$ cat src/rtl/ebr_pkg.sv
// Shared types and constants for the EBR read-side stream blocks.
package ebr_pkg;

    typedef enum logic [1:0] {
        IDLE  = 2'd0,
        ISSUE = 2'd1,
        DRAIN = 2'd2
    } state_t;

    // Output FIFO depth; also the total credit shared by in-flight reads and stored words.
    localparam int FIFO_DEPTH = 4;

    // Supported EBR read latencies: 1 = NOREG, 2 = OUTREG.
    localparam int RD_LAT_MIN = 1;
    localparam int RD_LAT_MAX = 2;

    // Tag travelling alongside each issued read until its data returns.
    typedef struct packed {
        logic vld;
        logic last;
    } tag_t;

    function automatic bit rd_latency_legal(input int lat);
        return (lat >= RD_LAT_MIN) && (lat <= RD_LAT_MAX);
    endfunction

endpackage

$ cat src/rtl/ebr_rd_fifo.sv
// Small synchronous first-word-fallthrough FIFO with occupancy count.
// The caller guarantees no write while full unless a read happens in the same cycle.
module ebr_rd_fifo #(
    parameter  int DEPTH = 4,
    parameter  int WIDTH = 37,
    localparam int AW    = (DEPTH > 1) ? $clog2(DEPTH) : 1,
    localparam int CW    = $clog2(DEPTH + 1)
) (
    input  logic             clk,
    input  logic             rst_n,
    input  logic             wr_en,
    input  logic [WIDTH-1:0] wr_data,
    input  logic             rd_en,
    output logic             rd_valid,
    output logic [WIDTH-1:0] rd_data,
    output logic [CW-1:0]    count
);

    logic [WIDTH-1:0] mem [DEPTH];
    logic [AW-1:0]    wr_ptr;
    logic [AW-1:0]    rd_ptr;
    logic             do_rd;

    function automatic logic [AW-1:0] ptr_inc(input logic [AW-1:0] p);
        return (p == AW'(DEPTH - 1)) ? '0 : p + 1'b1;
    endfunction

    assign rd_valid = (count != '0);
    assign do_rd    = rd_en && rd_valid;
    // Head word is visible without a read; forced to zero when empty so the port is deterministic.
    assign rd_data  = rd_valid ? mem[rd_ptr] : '0;

    // Storage write; contents are only observed through a valid head.
    always_ff @(posedge clk) begin
        if (wr_en) mem[wr_ptr] <= wr_data;
    end

    // Pointer and occupancy bookkeeping; simultaneous write and read leaves count unchanged.
    always_ff @(posedge clk or negedge rst_n) begin
        if (!rst_n) begin
            wr_ptr <= '0;
            rd_ptr <= '0;
            count  <= '0;
        end else begin
            if (wr_en) wr_ptr <= ptr_inc(wr_ptr);
            if (do_rd) rd_ptr <= ptr_inc(rd_ptr);
            case ({wr_en, do_rd})
                2'b10:   count <= count + 1'b1;
                2'b01:   count <= count - 1'b1;
                default: ;
            endcase
        end
    end

endmodule

$ cat src/rtl/ebr_burst_reader.sv
// Read-side burst engine for a pseudo-dual-port EBR: issues one read per cycle,
// tracks the fixed read latency with a tag pipeline, and streams words out with backpressure.
module ebr_burst_reader
    import ebr_pkg::*;
#(
    parameter int DATA_WIDTH = 36,
    parameter int ADDR_WIDTH = 9,
    parameter int LEN_WIDTH  = 9,
    parameter int RD_LATENCY = 2
) (
    input  logic                  CLK,
    input  logic                  RSTN,
    input  logic                  CMD_VALID,
    output logic                  CMD_READY,
    input  logic [ADDR_WIDTH-1:0] CMD_ADDR,
    input  logic [LEN_WIDTH-1:0]  CMD_LEN,
    output logic [ADDR_WIDTH-1:0] ADR,
    output logic                  CER,
    output logic                  OCER,
    input  logic [DATA_WIDTH-1:0] DO,
    output logic                  DOUT_VALID,
    input  logic                  DOUT_READY,
    output logic [DATA_WIDTH-1:0] DOUT_DATA,
    output logic                  DOUT_LAST,
    output logic                  BUSY
);

    if (!rd_latency_legal(RD_LATENCY)) begin : g_bad_latency
        $error("ebr_burst_reader: RD_LATENCY must be 1 (NOREG) or 2 (OUTREG)");
    end

    localparam int IW  = $clog2(RD_LATENCY + 2);
    localparam int FCW = $clog2(FIFO_DEPTH + 1);

    state_t                state;
    logic [ADDR_WIDTH-1:0] cur_addr;
    logic [LEN_WIDTH-1:0]  remaining;
    // Stage 0 is the registered issue (it drives CER); the tag leaves from stage RD_LATENCY,
    // which is exactly the cycle DO holds the word addressed by that issue.
    tag_t [RD_LATENCY:0]   vld_pipe;
    logic [IW-1:0]         inflight;
    logic [FCW-1:0]        fifo_count;
    logic                  issue;
    logic                  exit_vld;
    logic                  pop;
    logic                  credit_ok;
    logic [DATA_WIDTH:0]   fifo_rd_data;

    assign exit_vld = vld_pipe[RD_LATENCY].vld;
    assign pop      = DOUT_VALID && DOUT_READY;
    assign CER      = vld_pipe[0].vld;
    assign DOUT_LAST = fifo_rd_data[DATA_WIDTH];
    assign DOUT_DATA = fifo_rd_data[DATA_WIDTH-1:0];

    // Credit: every outstanding read plus every stored word must fit in the FIFO if the
    // consumer stalls from now on. A pop this cycle is certain, so it frees one slot already;
    // without that term a full-rate burst would stall once per pipeline refill.
    always_comb begin
        credit_ok = (int'(inflight) + int'(fifo_count) - int'(pop)) < FIFO_DEPTH;
        issue     = (state == ISSUE) && credit_ok;
    end

    // Control FSM with registered CMD_READY/BUSY and the address/remaining counters.
    always_ff @(posedge CLK or negedge RSTN) begin
        if (!RSTN) begin
            state     <= IDLE;
            CMD_READY <= 1'b0;
            BUSY      <= 1'b0;
            cur_addr  <= '0;
            remaining <= '0;
        end else begin
            case (state)
                IDLE: begin
                    CMD_READY <= 1'b1;
                    if (CMD_VALID && CMD_READY) begin
                        cur_addr  <= CMD_ADDR;
                        remaining <= CMD_LEN;
                        state     <= ISSUE;
                        CMD_READY <= 1'b0;
                        BUSY      <= 1'b1;
                    end
                end
                ISSUE: begin
                    if (issue) begin
                        cur_addr  <= cur_addr + 1'b1;
                        remaining <= remaining - 1'b1;
                        if (remaining == '0) state <= DRAIN;
                    end
                end
                DRAIN: begin
                    if (pop && DOUT_LAST) begin
                        state     <= IDLE;
                        CMD_READY <= 1'b1;
                        BUSY      <= 1'b0;
                    end
                end
                default: state <= IDLE;
            endcase
        end
    end

    // EBR read port: address captured on issue, output register enabled outside reset.
    always_ff @(posedge CLK or negedge RSTN) begin
        if (!RSTN) begin
            ADR  <= '0;
            OCER <= 1'b0;
        end else begin
            OCER <= 1'b1;
            if (issue) ADR <= cur_addr;
        end
    end

    // Tag shift register; reset drops every outstanding tag so late DO values are never stored.
    always_ff @(posedge CLK or negedge RSTN) begin
        if (!RSTN) begin
            vld_pipe <= '0;
        end else begin
            vld_pipe[0].vld  <= issue;
            vld_pipe[0].last <= issue && (remaining == '0);
            for (int i = 1; i <= RD_LATENCY; i++) vld_pipe[i] <= vld_pipe[i-1];
        end
    end

    // Count of reads issued whose data has not yet been written into the FIFO.
    always_ff @(posedge CLK or negedge RSTN) begin
        if (!RSTN) inflight <= '0;
        else       inflight <= inflight + IW'(issue) - IW'(exit_vld);
    end

    ebr_rd_fifo #(
        .DEPTH (FIFO_DEPTH),
        .WIDTH (DATA_WIDTH + 1)
    ) u_fifo (
        .clk      (CLK),
        .rst_n    (RSTN),
        .wr_en    (exit_vld),
        .wr_data  ({vld_pipe[RD_LATENCY].last, DO}),
        .rd_en    (DOUT_READY),
        .rd_valid (DOUT_VALID),
        .rd_data  (fifo_rd_data),
        .count    (fifo_count)
    );

endmodule

$ cat config.mk
export PLATFORM = sky130hd
export DESIGN_NAME = ebr_burst_reader
export DESIGN_NICKNAME = d
export VERILOG_FILES = /design/src/rtl/ebr_pkg.sv /design/src/rtl/ebr_rd_fifo.sv /design/src/rtl/ebr_burst_reader.sv
export SDC_FILE = /design/constraint.sdc
export NUM_CORES = 1
export LEC_CHECK = 0
export ABC_AREA = 1
export BUFFER_PORTS_ARGS = -buffer_cell sky130_fd_sc_hd__buf_4
export CORE_MARGIN = 10
export CORE_UTILIZATION = 40
export CTS_CLUSTER_DIAMETER = 200
export DETAILED_ROUTE_END_ITERATION = 8
export GPL_TIMING_DRIVEN = 0
export SETUP_SLACK_MARGIN = 0.15
export SYNTH_ARGS = -nofsm -noshare
export SYNTH_HDL_FRONTEND = slang
export SYNTH_SLANG_ARGS = --single-unit
$ cat constraint.sdc
create_clock -name CLK -period 4.4 [get_ports CLK]
set_input_delay 0.66 -clock CLK [delete_from_list [all_inputs] [get_ports CLK]]
set_output_delay 0.66 -clock CLK [all_outputs]
set_load 0.02 [all_outputs]
* Yosys cells after proc, flatten, opt, wreduce, memory -nomap -nowiden
Memory sizes are Yosys's and may differ from the RTL's.
Cells that the tools add are included.
** Cells by class
- Add/subtract/negate cells :: 10
- Magnitude comparators :: 1
- Eq/ne operators :: 10
- Muxes and demuxes :: 23
- Reductions and logical operators :: 15
** Operator list (number)
- 37-bit 2-to-1 mux :: 1
- 9-bit 2-to-1 mux :: 4
- 9-bit one-hot mux with 2 select lines :: 2
- 2-bit 2-to-1 mux :: 6
- 9-bit by 1-bit adder with 9-bit output (second input constant) :: 1
- 9-bit zero test :: 1
- 9-bit by 1-bit subtractor with 9-bit output (second input constant) :: 1
- 2-bit equality test (second input constant) :: 4
- 1-bit 2-to-1 mux :: 6
- 2-bit != test (second input constant) :: 3
- 2-bit one-hot mux with 3 select lines :: 1
- 3-bit one-hot mux with 2 select lines :: 1
- 3-bit AND reduction :: 2
- 2-bit nonzero test :: 3
- 1-bit logical AND :: 5
- 5-bit by 4-bit less-than comparator with 1-bit output (second input constant) :: 1
- 4-bit by 1-bit subtractor with 5-bit output :: 1
- 2-bit by 1-bit adder with 2-bit output (second input constant) :: 2
- 2-bit by 3-bit adder with 4-bit output :: 1
- 2-bit by 1-bit equality test with 1-bit output (second input constant) :: 2
- 1-bit one-hot mux with 2 select lines :: 2
- 4-bit AND reduction :: 1
- 3-bit by 1-bit adder with 3-bit output (second input constant) :: 1
- 3-bit nonzero test :: 1
- 6 further kinds :: 6
** Word-level totals
- Flip-flop bits (word level) :: 47
- Bits in writable memories :: 148
- Bits of input ports :: 58
- Output and inout port bits :: 51
- Logic and storage cells :: 77
- Memories :: 1
** Memories
- u_fifo.mem :: depth 4, bits a word 37, rd ports 1, clocked after Yosys merged registers in 0, wr ports 1, line ebr_rd_fifo.sv:19 : logic [WIDTH-1:0] mem [DEPTH];

* Logic depth before layout (Yosys ltp)
Gate-level depths: netlist of run 1.
- Word-level depth :: 7
- Depth in mapped cells :: 18
- Mapped depth without buffers :: 17

* Modules after synthesis
A second synthesis of run 1 with hierarchy kept.
** Second synthesis, totals
- Cells, all modules :: 944
- Area total of the unflattened synthesis :: 9076.2 sq um
** By module, submodules not included
- ebr_rd_fifo :: times used 1, cells an instance 639, area each 6735.2 sq um, sequential area each 4619.4 sq um
- ebr_burst_reader :: times used 1, cells an instance 305, area each 2341.0 sq um, sequential area each 1001.0 sq um

* Least setup slack after synthesis of run 1
No wires, ideal clock.
- Kind :: input to register
- Start point :: input DOUT_READY
- End point :: register inflight[1]
- Setup time :: 0.123 ns
- Arrival time :: 2.327 ns
- Data required time :: 4.277 ns
- Setup slack :: 1.951 ns
- Cell stages on the path :: 16
- Path buffers :: 1
- Cells stage by stage :: nand3_2 -> ha_1 -> nand2_1 -> inv_1 -> nand3_1 -> nand2_1 -> nand2_1 -> nand2_1 -> nand2_1 -> nand2_2 -> nand2_4 -> buf_4 -> ha_1 -> inv_1 -> ha_1 -> xnor2_1
** On the way
- Longest elaborated chain between the ends :: 6
** Ends and longest elaborated chain
- from (decl) :: line ebr_burst_reader.sv:22 : input logic DOUT_READY,
- 1-bit logical AND :: line ebr_burst_reader.sv:50 : assign pop = DOUT_VALID && DOUT_READY;
- 4-bit by 1-bit subtractor with 5-bit output :: line ebr_burst_reader.sv:59 : credit_ok = (int'(inflight) + int'(fifo_count) - int'(pop)) < FIFO_DEPTH;
- 5-bit by 4-bit less-than comparator with 1-bit output :: line ebr_burst_reader.sv:59
- 1-bit logical AND :: line ebr_burst_reader.sv:60 : issue = (state == ISSUE) && credit_ok;
- 2-bit by 1-bit adder with 2-bit output :: line ebr_burst_reader.sv:127 : else inflight <= inflight + IW'(issue) - IW'(exit_vld);
- 2-bit by 1-bit subtractor with 2-bit output :: line ebr_burst_reader.sv:127
- to (signal assigned) :: line ebr_burst_reader.sv:127
- to (decl) :: line ebr_burst_reader.sv:41 : logic [IW-1:0] inflight;
No other way between the ends.
A chain may end at the register's enable or synchronous reset.

* Worst setup path in the final report of run 1
- Start point :: register u_fifo.rd_ptr[0]
- End point :: output DOUT_DATA[1]
** On the way
- Longest elaborated chain between the ends :: 2
** Ends and longest elaborated chain
- from (decl) :: line ebr_rd_fifo.sv:21 : logic [AW-1:0] rd_ptr;
- from (signal assigned) :: line ebr_rd_fifo.sv:46 : if (do_rd) rd_ptr <= ptr_inc(rd_ptr);
- memory 4 x 37 bit
- 37-bit 2-to-1 mux :: line ebr_rd_fifo.sv:31 : assign rd_data = rd_valid ? mem[rd_ptr] : '0;
- to (decl) :: line ebr_burst_reader.sv:23 : output logic [DATA_WIDTH-1:0] DOUT_DATA,
No other way between the ends.

==> results of run 1 <==
## cell usage after synthesis, drive strengths merged
cell type and n:
o21ai 97, buf 13, nand4 3, nand3 27, mux2 1, clkbuf 25, nor4 1, ha 14
nor3 3, edfxtp 148, or3 1, inv 40, fa 1, xnor2 3, or2 2, a221oi 1
xor2 5, a21oi 41, nand2 116, dfrtp 47, a31oi 8, nor2 162, conb 1
## cell families after synthesis
kind of cell | synth area share, %
buffers and inverters | 3.81
and+or+nand+nor | 15.4
xor gates and xnor gates | 0.851
muxes | 0.137
other | 0.0455
AOI/OAI and AO/OA | 9.10
adders and majority gates | 2.37
DFF | 68.2
## layout by cell type (no fill, tap or decap), types with 17 or more instances in the layout
| master | count |
|---|---|
| sky130_fd_sc_hd__dfrtp_1 | 47 |
| sky130_fd_sc_hd__nand3_1 | 25 |
| sky130_fd_sc_hd__clkbuf_1 | 26 |
| sky130_fd_sc_hd__inv_1 | 36 |
| sky130_fd_sc_hd__clkbuf_16 | 17 |
| sky130_fd_sc_hd__a21oi_1 | 41 |
| sky130_fd_sc_hd__buf_4 | 111 |
| sky130_fd_sc_hd__nand2_1 | 111 |
| sky130_fd_sc_hd__edfxtp_1 | 148 |
| sky130_fd_sc_hd__o21ai_0 | 92 |
| sky130_fd_sc_hd__nor2_1 | 161 |
## path summary, 6_finish.rpt
| check | start | endpoint | slack, ns |
|---|---|---|---|
| setup / recovery | u_fifo.rd_ptr[0] | DOUT_DATA[1] | 1.20 |
| hold / removal | RSTN | ADR[7] | 0.23 |
| setup reg to reg | u_fifo.count[1] | inflight[1] | 1.67 |
| hold reg to reg | vld_pipe[3] | exit_vld | 0.35 |
| max in group asynchronous | RSTN | u_fifo.wr_ptr[1] | 3.73 |
| min in group CLK | vld_pipe[3] | exit_vld | 0.35 |
## cell type report
class / instances / area (um^2) / share of cell area (%)
repair buffers: 112 / 898 / 8.95
inverters: 40 / 150 / 1.50
clock inverters: 14 / 133 / 1.32
plain buffers: 38 / 164 / 1.63
flip-flops and latches: 195 / 5620 / 56.0
multi-input cells: 487 / 2300 / 22.9
clock buffers: 18 / 429 / 4.28
well taps: 270 / 338 / 3.37
## per-layer routing
metal | vias up | track usage [%] | part of all wire, %
li1 | 2848 | - | -
met5 | - | 0 | 0
met2 | 177 | 23.7 | 48
met4 | 0 | 3.70 | 0.63
met1 | 2692 | 18.2 | 44
met3 | 7 | 4.83 | 7.3
## sequential cells by signal, summed over array words and instances, names as in the netlist
signal	cells
u_fifo.mem	148
ADR	9
cur_addr	9
remaining	9
vld_pipe	4
u_fifo.count	3
inflight	2
state	2
u_fifo.rd_ptr	2
u_fifo.wr_ptr	2
BUSY	1
CER	1
CMD_READY	1
OCER	1
exit_vld	1
## stage by stage
step	cells	hold WS [ns]	setup WS [ns]	total power [W]
floorplan	760	0.331	1.95	0.00477
CTS	1174	0.256	1.22	0.00753
detailed placement	1142	0.338	1.63	0.00607
global route	1174	0.267	0.990	0.00802
finish	1174	0.229	1.20	0.00746
global placement	1138	0.333	1.67	0.00600
## where the power goes
part	internal, W	total, W	switching (W)
logic	0.00123	0.00345	0.00222
clock network	0.000752	0.00147	0.000715
registers	0.00236	0.00255	0.000189
## worst max-delay path: cells and delay by family, from the launching register on
kind,cells,cell delay (ns)
simple gates,2,0.20
flops,1,0.45
buf+inv,3,1.10
compound gates,2,0.36
==> out/qor_table.md, run 1 <==
| Item | This run | Unit |
| --- | --- | --- |
| Final core utilization | 49.6 | % |
| Number of hold-slack violations in the final timing report | 0 | - |
| P&R area growth vs syn | 21.8 | % |
| Depth of the CTS H-tree | 4 | - |
| TritonCTS clock tree | built | - |
| Max Clk Rate | 0.313 | GHz |
| Clk buf depth | 2 | - |
| Synth Cell Area | 0.00824 | mm^2 |
| Mean Syn Cell Area | 10.8 | um^2 |
| Final critical-path required period | 3.20 | ns |
| WL per Instance | 16.4 | um |
| Overflow left after global routing | 0 | - |
| Placement Rows | 52 | - |
| Peak VDD IR | 0.322 | mV |
| Die Footprint | 0.0267 | mm^2 |
| DRC violation count after routing | 0 | - |
| Fraction of final layout cells sized beyond drive strength 1 | 18.0 | % |
| HP Class | in -> async | - |
| Static Leakage | 4.05 | nW |
| Worst setup skew after layout | 0.0157 | ns |
| Cell Chain, Critical Path | clkbuf_1, clkbuf_1, nor2_1, nor2_1, o21ai_0, a21oi_1, buf_4 | - |
| Buffers added on ports | 108 | - |
| Worst R2R Path Depth | 18 | - |
| Number of warnings issued by yosys | 0 | - |
| Top area cells in the synthesized netlist | sky130_fd_sc_hd__edfxtp_1 (54%), sky130_fd_sc_hd__dfrtp_1 (14%), sky130_fd_sc_hd__nor2_1 (7.3%) | - |
| Final worst-path cycle share | 72.7 | % |
| First-iteration detailed-routing DRC count | 413 | - |
| Final wirelength | 19,300 | um |
| Clk_lat worst skew | 0.43 | ns |
| Pins Over Slew Limit | 0 | - |
| Setup TNS after final layout | 0 | ns |
| Clock net sink count | 195 | - |
| Clock tree root buffer cell | sky130_fd_sc_hd__clkbuf_16 | - |
| Arrival time worst endpoint | 2.54 | ns |
| Worst-case headroom to the max-slew limit | 59.1 | % |
| Gate Count Post-Synth | 760 | - |
| Delay of the slowest cell on the worst path | 0.51 | ns |
| Overall die width | 163 | um |
| Worst path slowest cell | sky130_fd_sc_hd__clkbuf_1 | - |
| # hold bufs at CTS | 0 | - |
| Post-synthesis net count | 833 | - |
| Endpoint class of the critical path | output port | - |
| Worst Tran Pin Value | 0.613 | ns |
| Final-stage net count | 964 | - |
| Number of antenna violations at the first check in global routing | 0 | - |
| Startpoint kind of the worst setup timing path | flop | - |
| Number of diodes | 0 | - |
| Post-route antenna net violation count | 0 | - |
| GRT Util Overall | 14.5 | % |
| Final GP Congestion | 0.822 | - |
| Power density relative to cell area | 744 | mW/mm^2 |
| Number of cells upsized or downsized after cts | 0 | - |
| Placement Cell Area | 0.00947 | mm^2 |
| Maximum number of pins on one net before global-route repair | 48 | - |
| Vertical die dimension | 163 | um |
| Number of synthesized register bits | 195 | - |
| Clock slew at reported path FFs | 0.07 | ns |
| Status | completed | - |
| Design Area, Final | 0.0100 | mm^2 |
| Wire length of the first global-routing pass | 30,300 | um |
| Detailed-placement wirelength estimate | 12,700 | um |
| Via count of the first global-routing pass | 5,768 | - |
| Total setup violations reported at the end of the flow | 0 | - |
| Path type of the worst setup path | reg -> out | - |
| Library cell occupying the most area in the post-synthesis netlist | sky130_fd_sc_hd__edfxtp_1 | - |
| Starting density of the core | 40.7 | % |
| Total of fill cells in the finished design | 1,839 | - |
| Core region area | 0.0202 | mm^2 |
| Distinct cells, synth | 31 | - |
| Proportion of synthesized chip area in sequential cells | 68.2 | % |
| Number of detailed-routing iterations run before antenna repair | 5 | - |
| CTS Buf Count | 17 | - |
| Area fraction of the dominant cell type after synthesis | 54.0 | % |
| Post-CTS repair timing setup buffer count | 0 | - |
| Setup repair after global routing missed its margin | no | - |
| Via-per-instance ratio | 4.88 | - |
| MaxCap Viol Count | 0 | - |
| Via Count | 5,724 | - |
| Maximum fanout encountered on the critical timing path | 10 | - |
| Required time worst endpoint | 3.74 | ns |
| Top-Level Pins | 109 | - |
Note: power is estimated with default switching activity, not from simulation.
==> run 2, diff against run 1 <==
==> constraint.sdc (replaced) <==
create_clock -name CLK -period 2.6 [get_ports CLK]
set_input_delay 0.39 -clock CLK [delete_from_list [all_inputs] [get_ports CLK]]
set_output_delay 0.39 -clock CLK [all_outputs]
set_load 0.02 [all_outputs]
==> out/qor_table.md, run 2 (synthesis gave the netlist of run 1 again) <==
| Item | This run | Unit | vs previous |
| --- | --- | --- | --- |
| Status | completed | - |  |
| Overflow left after global routing | 0 | - | unchanged |
| Via count of the first global-routing pass | 5,803 | - | +0.61% |
| Depth of the CTS H-tree | 4 | - | unchanged |
| Clk buf depth | 2 | - | unchanged |
| MaxCap Viol Count | 0 | - | unchanged |
| Worst Tran Pin Value | 0.612 | ns | -0.00106 ns |
| Required time worst endpoint | 2.21 | ns | -1.53 ns |
| End point of the most critical hold path | u_fifo.mem[0][9] | - |  |
| Via-per-instance ratio | 4.89 | - | +0.35% |
| Final worst-path cycle share | 90.9 | % |  |
| Worst setup skew after layout | 0.0172 | ns | +0.00144 ns |
| Fraction of final layout cells sized beyond drive strength 1 | 23.4 | % | +5.3 points |
| Final wirelength | 19,600 | um | +1.5% |
| Detailed-placement wirelength estimate | 12,700 | um | unchanged |
| Worst-case headroom to the max-slew limit | 59.2 | % | +0.071 points |
| DRC violation count after routing | 0 | - | unchanged |
| Clk_lat worst skew | 0.43 | ns | about the same |
| Cell Chain, Critical Path | inv_1, clkbuf_4, buf_2, o21ai_0, a21oi_1, buf_4 | - |  |
| Static Leakage | 4.16 | nW | +2.9% |
| Worst setup path start | u_fifo.rd_ptr[0] | - |  |
| CTS Buf Count | 17 | - | unchanged |
| Endpoint class of the critical path | output port | - |  |
| Worst path slowest cell | sky130_fd_sc_hd__dfrtp_2 | - |  |
| Final GP Congestion | 0.822 | - | unchanged |
| Number of placed instances, taps included | 1,142 | - | unchanged |
| Number of detailed-routing iterations run before antenna repair | 5 | - | unchanged |
| Top register by number of flip-flops | u_fifo.mem | - |  |
| Delay of the slowest cell on the worst path | 0.45 | ns | -0.06 ns |
| Number of antenna violations at the first check in global routing | 0 | - | unchanged |
| Final-stage net count | 971 | - | +0.73% |
| Pins Over Slew Limit | 0 | - | unchanged |
| Non-filler cells in the finished layout | 1,181 | - | +0.60% |
| Flip-flop count of the largest register after layout | 148 | - | unchanged |
| Number of diodes | 0 | - | unchanged |
| Startpoint kind of the worst setup timing path | flop | - |  |
| Die Footprint | 0.0267 | mm^2 | unchanged |
| Total setup violations reported at the end of the flow | 0 | - | unchanged |
| Core region area | 0.0202 | mm^2 | unchanged |
| Setup repair after global routing missed its margin | yes | - |  |
| WL per Instance | 16.6 | um | +0.94% |
| Final critical-path required period | 2.36 | ns |  |
| Path type of the worst setup path | reg -> out | - |  |
| Flop-to-flop setup slack | 0.25 | ns | -1.42 ns |
| Clock net sink count | 195 | - | unchanged |
| PnR Total Power | 0.0132 | W | +77% |
| Maximum fanout encountered on the critical timing path | 10 | - | unchanged |
| Max Clk Rate | 0.423 | GHz |  |
| Worst R2R Path Depth | 18 | - | unchanged |
| HP Start | DO[9] | - |  |
| Commonest non-fill, non-tap cells in the layout | sky130_fd_sc_hd__nor2_1 (161), sky130_fd_sc_hd__edfxtp_1 (148), sky130_fd_sc_hd__buf_4 (121) | - |  |
| Wire length of the first global-routing pass | 30,500 | um | +0.66% |
| Origin of the critical flop-to-flop path | u_fifo.count[1] | - |  |
| Leading cell type in the layout, fill and taps excluded | sky130_fd_sc_hd__nor2_1 | - |  |
| Arrival time worst endpoint | 1.97 | ns | -0.57 ns |
| Worst hold margin | 0.149 | ns | -0.0799 ns |
| Number of hold-slack violations in the final timing report | 0 | - | unchanged |
| Capture point of the worst reg-to-reg path | inflight[1] | - |  |
| Placement Rows | 52 | - | unchanged |
| TritonCTS clock tree | built | - |  |
| HP Class | in -> reg | - |  |
| Buffers added on ports | 108 | - | unchanged |
| Power density relative to cell area | 1290 | mW/mm^2 | +73% |
| Top-Level Pins | 109 | - | unchanged |
| Clock tree root buffer cell | sky130_fd_sc_hd__clkbuf_16 | - |  |
| Clock slew at reported path FFs | 0.08 | ns | about the same |
| Starting density of the core | 40.7 | % | unchanged |
| GRT Util Overall | 14.6 | % | +0.10 points |
| P&R area growth vs syn | 24.7 | % |  |
| Vertical die dimension | 163 | um | unchanged |
| Post-route antenna net violation count | 0 | - | unchanged |
| Via Count | 5,778 | - | +0.94% |
| Maximum number of pins on one net before global-route repair | 48 | - | unchanged |
| Peak VDD IR | 0.541 | mV | +68% |
| Number of cells on the worst hold path | 1 | - |  |
| First-iteration detailed-routing DRC count | 421 | - | +1.9% |
| Overall die width | 163 | um | unchanged |
-- run 2: power by group --
part           internal (W)  switching, W
combinational       0.00247       0.00392
sequential          0.00399      0.000332
clock               0.00127       0.00122
-- run 2: worst max-delay path by stage --
stage / to / slack [ns] / cells past startpoint
2_1_floorplan: inflight[1] / 0.17 / 18
3_3_place_gp: inflight[1] / -0.08 / 18
3_5_place_dp: inflight[1] / -0.11 / 18
4_1_cts: DOUT_DATA[35] / 0.14 / 7
5_1_grt: inflight[1] / 0.11 / 18
6_report: DOUT_DATA[13] / 0.24 / 6
-- run 2: layout make-up --
type	instances	area [um^2]
tap	270	338
fill	1807	9960
inverter	40	153
buffer	38	246
multi-input combinational	487	2400
clock inverter	14	133
clock buffer	18	429
sequential	195	5620
timing repair buffer	119	953
-- run 2: through the flow --
stage	area [um^2]	util, %	TNS, ns	worst slack, ns
2_1_floorplan	8240	-	0	0.173
3_3_place_gp	9390	46.4	-0.124	-0.0777
3_5_place_dp	9470	46.8	-0.183	-0.111
4_1_cts	10200	50.3	0	0.140
5_1_grt	10300	50.8	0	0.111
6_report	10300	50.8	0	0.237
-- run 2: per-layer routing --
metal	vias up	share of wire, %	GRT usage (%)
met5	-	0	0
met4	0	0.72	3.74
met3	9	7.7	4.83
met2	202	48	24.1
met1	2708	43	18.1
li1	2859	-	-
-- run 2: repair_timing --
| action | CTS | global route |
|---|---|---|
| endpoints found under the setup margin | 39 | 38 |
| hold buffers | 1 | 0 |
| buffers inserted | 3 | 3 |
| resized for setup | 42 | 40 |
| hold endpoints to repair | 41 | 0 |
| pin swaps | 2 | 9 |
-- run 2: worst max-delay path, delay by kind of cell (launching register included) --
kind	cells	cell delay, ns
buf+inv	4	0.75
compound gates	2	0.34
flops	1	0.45
==> run 3, diff against run 2 <==
==> constraint.sdc (replaced) <==
create_clock -name CLK -period 2.05 [get_ports CLK]
set_input_delay 0.3075 -clock CLK [delete_from_list [all_inputs] [get_ports CLK]]
set_output_delay 0.3075 -clock CLK [all_outputs]
set_load 0.02 [all_outputs]
==> out/qor_table.md, run 3 (synthesis gave the netlist of run 1 again) <==
| Item | This run | Unit | vs previous |
| --- | --- | --- | --- |
| DRC violation count after routing | 0 | - | unchanged |
| Endpoint class of the critical path | flop | - |  |
| Placement Rows | 52 | - | unchanged |
| Worst-case headroom to the max-slew limit | 56.4 | % | -2.8 points |
| Peak VDD IR | 0.893 | mV | +65% |
| Required time worst endpoint | 2.36 | ns | +0.15 ns |
| Share of total power in combinational logic | 55.4 | % | +7.0 points |
| HP Class | in -> reg | - |  |
| Die Footprint | 0.0267 | mm^2 | unchanged |
| Via Count | 6,172 | - | +6.8% |
| PnR Total Power | 0.0199 | W | +51% |
| Buffers added on ports | 108 | - | unchanged |
| Number of antenna violations at the first check in global routing | 0 | - | unchanged |
| Clock slew at reported path FFs | 0.07 | ns | about the same |
| Delay of the slowest cell on the worst path | 0.36 | ns | -0.09 ns |
| Worst setup skew after layout | 0.0161 | ns | -0.00113 ns |
| Worst path slowest cell | sky130_fd_sc_hd__dfrtp_1 | - |  |
| Via count of the first global-routing pass | 5,964 | - | +2.8% |
| Clock net sink count | 195 | - | unchanged |
| Final wirelength | 21,400 | um | +9.2% |
| Core region area | 0.0202 | mm^2 | unchanged |
| Maximum number of pins on one net before global-route repair | 48 | - | unchanged |
| Via-per-instance ratio | 5.04 | - | +3.1% |
| Final GP Congestion | 0.789 | - | -4.0% |
| Clk buf depth | 2 | - | unchanged |
| Cell Chain, Critical Path | inv_2, ha_4, inv_4, ha_4, nand2_2, inv_2, nand3_2, nand2_1, nand2_1, nand2_1, nand2_1, nand2_2, nand2_4, buf_8, ha_4, inv_2, ha_4, xnor2_2 | - |  |
| Final critical-path required period | 2.33 | ns |  |
| Post-placement worst setup slack | -0.448 | ns | -0.336 ns |
| Final-stage net count | 1,014 | - | +4.4% |
| Starting density of the core | 40.7 | % | unchanged |
| Switching pwr | 0.00789 | W | +44% |
| Number of hold-slack violations in the final timing report | 0 | - | unchanged |
| WL per Instance | 17.5 | um | +5.4% |
| Worst Tran Pin Value | 0.648 | ns | +0.0363 ns |
| TritonCTS clock tree | built | - |  |
| Maximum fanout encountered on the critical timing path | 3 | - | -7 |
| Static Leakage | 4.70 | nW | +13% |
| MaxCap Viol Count | 0 | - | unchanged |
| Top-Level Pins | 109 | - | unchanged |
| Total setup violations reported at the end of the flow | 65 | - | +65 |
| Post-route antenna net violation count | 0 | - | unchanged |
| Wire length of the first global-routing pass | 31,800 | um | +4.3% |
| Detailed-placement wirelength estimate | 12,600 | um | -0.85% |
| Final worst-path cycle share | 114 | % |  |
| GRT Util Overall | 15.2 | % | +0.57 points |
| Worst-case setup margin in the final layout | -0.283 | ns | -0.521 ns |
| Non-filler cells in the finished layout | 1,224 | - | +3.6% |
| Overall die width | 163 | um | unchanged |
| Clock tree root buffer cell | sky130_fd_sc_hd__clkbuf_16 | - |  |
| Startpoint kind of the worst setup timing path | flop | - |  |
| Flip-flop count of the largest register after layout | 148 | - | unchanged |
| Fraction of power consumed by the clock network | 16.8 | % | -2.1 points |
| Pins Over Slew Limit | 0 | - | unchanged |
| Leading cell type in the layout, fill and taps excluded | sky130_fd_sc_hd__edfxtp_1 | - |  |
| P&R area growth vs syn | 42.3 | % |  |
| Power density relative to cell area | 1700 | mW/mm^2 | +32% |
| Top register by number of flip-flops | u_fifo.mem | - |  |
| Max Clk Rate | 0.429 | GHz |  |
| Arrival time worst endpoint | 2.65 | ns | +0.68 ns |
| Path type of the worst setup path | reg -> reg | - |  |
| Status | complete, but fails checks | - |  |
| First-iteration detailed-routing DRC count | 467 | - | +11% |
| Clk_lat worst skew | 0.44 | ns | about the same |
| Depth of the CTS H-tree | 4 | - | unchanged |
| Violations in the final reports | setup timing | - |  |
| Commonest non-fill, non-tap cells in the layout | sky130_fd_sc_hd__edfxtp_1 (148), sky130_fd_sc_hd__buf_4 (116), sky130_fd_sc_hd__nand2_1 (106) | - |  |
| Setup repair after global routing missed its margin | yes | - |  |
| Flop pwr share | 27.7 | % | -5.0 points |
| Int Power | 0.0120 | W | +56% |
| CTS Buf Count | 17 | - | unchanged |
| Number of placed instances, taps included | 1,141 | - | -0.088% |
| Switching Share | 39.6 | % | -1.8 points |
| Number of detailed-routing iterations run before antenna repair | 5 | - | unchanged |
| Overflow left after global routing | 0 | - | unchanged |
| Number of diodes | 0 | - | unchanged |
| Vertical die dimension | 163 | um | unchanged |
| Fraction of final layout cells sized beyond drive strength 1 | 37.4 | % | +14 points |
[run 3: power groups by stage]
stage / clock network, W / logic, W / registers (W)
2_1_floorplan: 0 / 0.00484 / 0.00557
3_3_place_gp: 0 / 0.00751 / 0.00555
3_5_place_dp: 0 / 0.00765 / 0.00554
4_1_cts: 0.00340 / 0.00979 / 0.00548
5_1_grt: 0.00354 / 0.0120 / 0.00560
6_report: 0.00335 / 0.0111 / 0.00553
[run 3: cell type report]
class                   instances  area (um^2)
clock buffers                  17          425
plain buffers                  38          606
clock inverters                15          166
multi-input cells             487         2820
well taps                     270          338
repair buffers                162         1570
inverters                      40          171
flip-flops and latches        195         5620
fillers                      1623         8510
[run 3: per-layer routing]
metal | share of wire (%) | vias up | global-route usage, % | wire, um
met4 | 1.8 | 0 | 5.20 | 378
met5 | 0 | - | 0 | 0
met3 | 4.9 | 24 | 3.55 | 1060
met1 | 44 | 3018 | 19.1 | 9400
met2 | 49 | 166 | 25.2 | 10600
li1 | - | 2964 | - | -
[run 3: worst paths after layout]
| check | start | endpoint | slack, ns | depth (start not counted) |
|---|---|---|---|---|
| setup / recovery | u_fifo.count[1] | inflight[1] | -0.28 | 18 |
| hold / removal | DO[18] | u_fifo.mem[2][18] | 0.07 | 1 |
| setup reg to reg | u_fifo.count[1] | inflight[1] | -0.28 | 18 |
| hold reg to reg | vld_pipe[0] | vld_pipe[2] | 0.35 | 0 |
| max in group asynchronous | RSTN | u_fifo.rd_ptr[0] | 1.16 | 2 |
| min in group asynchronous | RSTN | ADR[5] | 0.41 | 2 |
[run 3: what timing repair did]
action / 4_1_cts / 5_1_grt
buffers inserted: 24 / 8
hold buffers: 1 / 0
hold endpoints to repair: 47 / 0
pin swaps: 49 / 73
setup endpoints to repair: 108 / 92
gates cloned: 10 / 8
gates resized for setup: 213 / 145
[run 3: stage by stage]
stage / hold WS, ns / cell area (um^2) / util [%] / TNS, ns
after global placement: 0.333 / 9450 / 46.7 / -77.32
final: 0.0749 / 11700 / 57.9 / -5.69
after global routing: 0.0498 / 11700 / 57.9 / -13.47
after floorplan: 0.0119 / 8300 / - / -0.431
after CTS: 0.0561 / 11100 / 54.8 / -6.95
after detailed placement: 0.335 / 9510 / 47.0 / -9.99
[run 3: critical path: cells and delay by family, from the launching register on]
kind / cells / cell delay, ns
fa+ha+maj: 4 / 0.93
simple gates: 8 / 0.49
flops: 1 / 0.36
buf+inv: 5 / 0.31
xor+xnor: 1 / 0.12
